## src/rtl/bitwise_accum_n_if.sv

```systemverilog
// Stream bundle for bitwise_accum_n: operand beats in, results out,
// plus the per-beat control fields and frame status.
interface bitwise_accum_n_if #(
  parameter int WIDTH = 16,
  parameter int CNT_W = 8
);
  logic             in_valid;
  logic             in_ready;
  logic [WIDTH-1:0] in_a;
  logic [WIDTH-1:0] in_b;
  logic             in_last;
  logic [2:0]       op;
  logic             mode;
  logic [1:0]       red_op;
  logic             out_valid;
  logic             out_ready;
  logic [WIDTH-1:0] out_data;
  logic [CNT_W-1:0] out_count;
  logic             out_sat;
  logic             busy;

  modport slave (
    input  in_valid, in_a, in_b, in_last,
    input  op, mode, red_op, out_ready,
    output in_ready, out_valid, out_data,
    output out_count, out_sat, busy
  );

  modport master (
    output in_valid, in_a, in_b, in_last,
    output op, mode, red_op, out_ready,
    input  in_ready, out_valid, out_data,
    input  out_count, out_sat, busy
  );
endinterface

```

## src/rtl/bitwise_accum_n.sv

```systemverilog
// Registered bitwise gate array: per-beat results in pointwise mode,
// or a framed fold of beats into one word in reduce mode.
module bitwise_accum_n #(
  parameter int WIDTH = 16,
  parameter int CNT_W = 8
) (
  input logic clk,
  input logic rst,
  bitwise_accum_n_if.slave bus
);

  localparam logic [0:0] IDLE  = 1'b0;
  localparam logic [0:0] ACCUM = 1'b1;
  localparam logic [CNT_W-1:0] CMAX = '1;
  localparam logic [CNT_W-1:0] ONE  = CNT_W'(1);

  logic [0:0]       state;
  logic [2:0]       op_q;
  logic [1:0]       red_q;
  logic [WIDTH-1:0] acc;
  logic [CNT_W-1:0] cnt;
  logic             sat_q;
  logic             busy_q;
  logic             ov_q;
  logic [WIDTH-1:0] od_q;
  logic [CNT_W-1:0] oc_q;
  logic             os_q;

  logic             accept;
  logic [2:0]       op_use;
  logic [WIDTH-1:0] r;
  logic [WIDTH-1:0] fold;
  logic [CNT_W-1:0] cnt_n;
  logic             sat_n;

  function automatic logic [WIDTH-1:0] bop(
    input logic [2:0]       o,
    input logic [WIDTH-1:0] a,
    input logic [WIDTH-1:0] b
  );
    case (o)
      3'd0:    bop = a & b;
      3'd1:    bop = a | b;
      3'd2:    bop = a ^ b;
      3'd3:    bop = ~(a & b);
      3'd4:    bop = ~(a | b);
      3'd5:    bop = ~(a ^ b);
      3'd6:    bop = ~a;
      default: bop = a;
    endcase
  endfunction

  // Reserved combiner code 3 folds as XOR.
  function automatic logic [WIDTH-1:0] rop(
    input logic [1:0]       o,
    input logic [WIDTH-1:0] a,
    input logic [WIDTH-1:0] b
  );
    case (o)
      2'd0:    rop = a & b;
      2'd1:    rop = a | b;
      default: rop = a ^ b;
    endcase
  endfunction

  assign bus.in_ready  = !ov_q || bus.out_ready;
  assign bus.out_valid = ov_q;
  assign bus.out_data  = od_q;
  assign bus.out_count = oc_q;
  assign bus.out_sat   = os_q;
  assign bus.busy      = busy_q;

  assign accept = bus.in_valid && bus.in_ready;

  always_comb begin
    op_use = (state == ACCUM) ? op_q : bus.op;
    r      = bop(op_use, bus.in_a, bus.in_b);
    fold   = rop(red_q, acc, r);
    cnt_n  = (cnt == CMAX) ? cnt : cnt + ONE;
    // Flag marks a beat that could not be counted.
    sat_n  = sat_q || (cnt == CMAX);
  end

  always_ff @(posedge clk) begin
    if (rst) begin
      state  <= IDLE;
      op_q   <= '0;
      red_q  <= '0;
      acc    <= '0;
      cnt    <= '0;
      sat_q  <= 1'b0;
      busy_q <= 1'b0;
      ov_q   <= 1'b0;
      od_q   <= '0;
      oc_q   <= '0;
      os_q   <= 1'b0;
    end else begin
      if (ov_q && bus.out_ready)
        ov_q <= 1'b0;
      if (accept) begin
        case (state)
          IDLE: begin
            if (!bus.mode || bus.in_last) begin
              od_q <= r;
              oc_q <= ONE;
              os_q <= 1'b0;
              ov_q <= 1'b1;
            end else begin
              state  <= ACCUM;
              op_q   <= bus.op;
              red_q  <= bus.red_op;
              acc    <= r;
              cnt    <= ONE;
              sat_q  <= 1'b0;
              busy_q <= 1'b1;
            end
          end
          default: begin
            if (bus.in_last) begin
              od_q   <= fold;
              oc_q   <= cnt_n;
              os_q   <= sat_n;
              ov_q   <= 1'b1;
              busy_q <= 1'b0;
              state  <= IDLE;
            end else begin
              acc   <= fold;
              cnt   <= cnt_n;
              sat_q <= sat_n;
            end
          end
        endcase
      end
    end
  end

endmodule

```

## src/flat_wrapper.sv

```systemverilog
// flat-port wrapper written by rule: the top's interface ports become plain ports
module bitwise_accum_n_flat 
#(
  parameter int WIDTH = 16,
  parameter int CNT_W = 8
)
  (clk, rst, bus_in_valid, bus_in_a, bus_in_b, bus_in_last, bus_op, bus_mode, bus_red_op, bus_out_ready, bus_in_ready, bus_out_valid, bus_out_data, bus_out_count, bus_out_sat, bus_busy);
  bitwise_accum_n_if #(.WIDTH(WIDTH), .CNT_W(CNT_W)) bus_i ();
  input logic clk;
  input logic rst;
  input wire logic [$bits(bus_i.in_valid)-1:0] bus_in_valid;
  input wire logic [$bits(bus_i.in_a)-1:0] bus_in_a;
  input wire logic [$bits(bus_i.in_b)-1:0] bus_in_b;
  input wire logic [$bits(bus_i.in_last)-1:0] bus_in_last;
  input wire logic [$bits(bus_i.op)-1:0] bus_op;
  input wire logic [$bits(bus_i.mode)-1:0] bus_mode;
  input wire logic [$bits(bus_i.red_op)-1:0] bus_red_op;
  input wire logic [$bits(bus_i.out_ready)-1:0] bus_out_ready;
  output wire logic [$bits(bus_i.in_ready)-1:0] bus_in_ready;
  output wire logic [$bits(bus_i.out_valid)-1:0] bus_out_valid;
  output wire logic [$bits(bus_i.out_data)-1:0] bus_out_data;
  output wire logic [$bits(bus_i.out_count)-1:0] bus_out_count;
  output wire logic [$bits(bus_i.out_sat)-1:0] bus_out_sat;
  output wire logic [$bits(bus_i.busy)-1:0] bus_busy;
  assign bus_i.in_valid = bus_in_valid;
  assign bus_i.in_a = bus_in_a;
  assign bus_i.in_b = bus_in_b;
  assign bus_i.in_last = bus_in_last;
  assign bus_i.op = bus_op;
  assign bus_i.mode = bus_mode;
  assign bus_i.red_op = bus_red_op;
  assign bus_i.out_ready = bus_out_ready;
  assign bus_in_ready = bus_i.in_ready;
  assign bus_out_valid = bus_i.out_valid;
  assign bus_out_data = bus_i.out_data;
  assign bus_out_count = bus_i.out_count;
  assign bus_out_sat = bus_i.out_sat;
  assign bus_busy = bus_i.busy;
  bitwise_accum_n #(.WIDTH(WIDTH), .CNT_W(CNT_W)) u_core (.clk(clk), .rst(rst), .bus(bus_i));
endmodule
```

## config.mk

```make
export PLATFORM = sky130hd
export DESIGN_NAME = bitwise_accum_n_flat
export DESIGN_NICKNAME = d
export VERILOG_FILES = /design/src/rtl/bitwise_accum_n_if.sv /design/src/rtl/bitwise_accum_n.sv /design/src/flat_wrapper.sv
export SDC_FILE = /design/constraint.sdc
export NUM_CORES = 1
export LEC_CHECK = 0
export BUFFER_PORTS_ARGS = -buffer_cell sky130_fd_sc_hd__buf_2
export CAP_MARGIN = 10
export CORE_ASPECT_RATIO = 0.8
export CORE_MARGIN = 8
export CORE_UTILIZATION = 50
export DETAILED_ROUTE_END_ITERATION = 10
export GPL_ROUTABILITY_DRIVEN = 0
export PLACE_DENSITY = 0.73
export SLEW_MARGIN = 30
export SYNTH_ARGS = -nofsm -noshare
export SYNTH_HDL_FRONTEND = slang
export SYNTH_SLANG_ARGS = --single-unit
```

## constraint.sdc

```tcl
create_clock -name clk -period 6 [get_ports clk]
set_input_delay 0.6 -clock clk [delete_from_list [all_inputs] [get_ports clk]]
set_output_delay 0.6 -clock clk [all_outputs]
set_load 0.02 [all_outputs]
```

==> run_results.csv <==
group,metric,value,unit
sta,hold_viol_final,0,
cts,cts_setup_buffers,0,
global_route,grt_remaining_overflow,0,
global_route,grt_pass1_wl,27000,um
pwr,total_power,1.36,mW
setup_path,reg2reg_depth,11,
yosys,synth.most_common_cell,"nor2_1",
finish,area_growth,11.7,%
floorplan,core,10900,sq um
route,drt_pre_antenna_iters,5,
sta,worst_pin_slew,904,ps
sta,fin_tns_setup,0,ps
route,drtAntennaViolNets,0,
pwr,seq_power_share,31.4,%
floorplan,dieHeight,111,um
worst_hold_path,holdPathStages,2,
place,hpwl,11500,um
yosys,ys_types,63,
pwr,combinationalPowerShare,28.3,%
yosys,seq_area_frac_synth,20.8,%
yosys,netlist_area,5580,sq um
sta,fin_crit_sh,67.3,%
sta,post-route-min-period,4040,ps
setup_path,worst-setup-path-type,"reg -> reg",
cts,numCtsBuffers,9,
cts,cts.htree.levels,3,
floorplan,dieArea,14800,sq um
floorplan,row_count,34,
setup_path,crit_path_end_kind,"flip-flop",
floorplan,initial_utilization,51.3,%
finish,fin_area,6240,sq um
cts,ctsLongestPathBuffers,2,
global_route,grt_max_degree,60,
sta,maxSlewViolCount,0,
place,dp.cells,864,
pwr,power_density,218,nW/um^2
place,place_area,5920,sq um
place,dp_slack,2060,ps
route,vias,5682,
sta,setup_viol,0,
floorplan,fp.dieW,134,um
global_route,grt_usage,21.7,%
yosys,syn-mean-instance-area,7.97,sq um
finish,antennaDiodeCount,0,
worst_hold_path,holdCritPathClass,"reg -> reg",
cts,hold_buffers,0,
sta,clock.fmax,248,MHz
sta,rsz0062_at_grt,"no",
yosys,syn_inst,701,
yosys,synth-edff-count,0,
flow_run,drv_cap,0,
yosys,synth_area_leaders,"dfxtp_1, ha_1, mux4_2, nor2_1, a211oi_1",
sta,skew,11.1,ps
pwr,clockPowerShare,40.3,%
pwr,power.internal,0.922,mW
global_route,antenna_found_initial,0,
yosys,async_flop_share,0,%
sta,relSlewSlack,39.6,%
cts,clock_latency,330,ps
setup_path,crit_arrival,4220,ps
pwr,p_switching,0.437,mW
cts,root_buffer,"clkbuf_16",
yosys,yosysTopAreaCell,"dfxtp_1",
route,post_drt_wl_per_cell,18.7,um
pwr,leakagePower,2.55,nW
cts,cts.sink_count,58,
yosys,ys_ff_latch,58,
sta,setup_ws,1960,ps
sta,holdWs,448,ps
yosys,synth-main-ff-cell,"dfxtp_1",
setup_path,start_kind,"flip-flop",
yosys,synth_top_area_share,20.8,%
cts,cts.repair.resized,0,
pwr,p_sw_share,32.1,%
route,drc,0,
finish,final_nets,824,
finish,finish.utilization,57.3,%
finish,instances_no_fill,881,
place,port_buffers,70,
floorplan,ios,71,
global_route,grt_pass1_vias,5490,
run_status,outcome,"finished clean",
pwr,vdd_drop_max,0.000118,V
setup_path,cp.required,6180,ps
route,drtIter0Drc,527,
yosys,yosysWarnings,0,
setup_path,cp_max_fo,39,
finish,drive_gt1_share,19.5,%
yosys,syn-num-nets,793,
cts,cts_tree,"done",
cts,clk_pin_slew,60,ps
route,viasPerCell,6.45,
route,wirelength,16500,um
yosys,yosys-top-cells-count,"nor2_1, dfxtp_1, nand2_1",
-- sequential cells by signal, indices dropped and copies added, names as in the netlist --
register,flops
u_core.acc,16
u_core.bus.out_data,16
u_core.bus.out_count,8
u_core.cnt,8
u_core.op_q,3
u_core.red_q,2
u_core.bus.busy,1
u_core.bus.out_sat,1
u_core.bus.out_valid,1
u_core.sat_q,1
u_core.state,1
-- path summary, 6_finish.rpt --
kind	startpoint	endpoint	slack (ps)
min reg2reg	u_core.bus.out_sat	u_core.bus.out_sat	450
max	u_core.state	u_core.bus.out_data[12]	1960
max reg2reg	u_core.state	u_core.bus.out_data[12]	1960
min	u_core.bus.out_sat	u_core.bus.out_sat	450
-- kinds of logic after synthesis --
kind of cell    after synthesis  share of synthesized area [%]
flops                        58                           20.8
buf+inv                     108                           8.65
xor+xnor                      2                          0.314
simple gates                204                           16.2
mux                          52                           13.1
fa+ha+maj                    49                           11.0
compound gates              228                           29.9
-- metal layers --
layer  vias to the layer above  global-route usage (%)  part of all wire [%]
li1                       2667                       -                     -
met1                      2720                    26.7                    42
met2                       255                    36.7                    49
met3                        40                    4.48                   6.8
met4                         0                    7.17                   2.3
met5                         -                       0                     0
-- critical path: stages (launching register included) --
cell	delay (ps)
dfxtp_2	790
buf_4	520
mux2i_2	250
buf_4	420
o21ai_0	300
and3_1	260
o22a_1	210
ha_1	290
a221oi_1	370
inv_1	70
a221oi_1	310
o41ai_1	90
-- cell type report --
type                            instances  area (sq um)
Clock buffer                           11           233
Clock inverter                          5          78.8
Fill cell                            1026          4650
Inverter                               45           169
Multi-Input combinational cell        535          3970
Sequential cell                        58          1160
Tap cell                              144           180
Timing Repair Buffer                   83           445
-- power groups by stage --
stage	sequential, mW	clock [mW]	combinational, mW
floorplan	0.440	0	0.268
global placement	0.433	0	0.362
detailed placement	0.434	0	0.376
CTS	0.426	0.556	0.379
global route	0.429	0.573	0.420
finish	0.427	0.548	0.384
-- cells in the final DEF (no fill, tap or decap), types with 16 or more instances in the layout --
cell,instances
nor2_1,96
buf_2,71
dfxtp_1,57
nand2_1,54
ha_1,49
a21oi_1,47
inv_1,44
a211oi_1,42
o21ai_0,26
mux2i_1,26
mux4_2,16
Power figures use the tool's default switching activity.
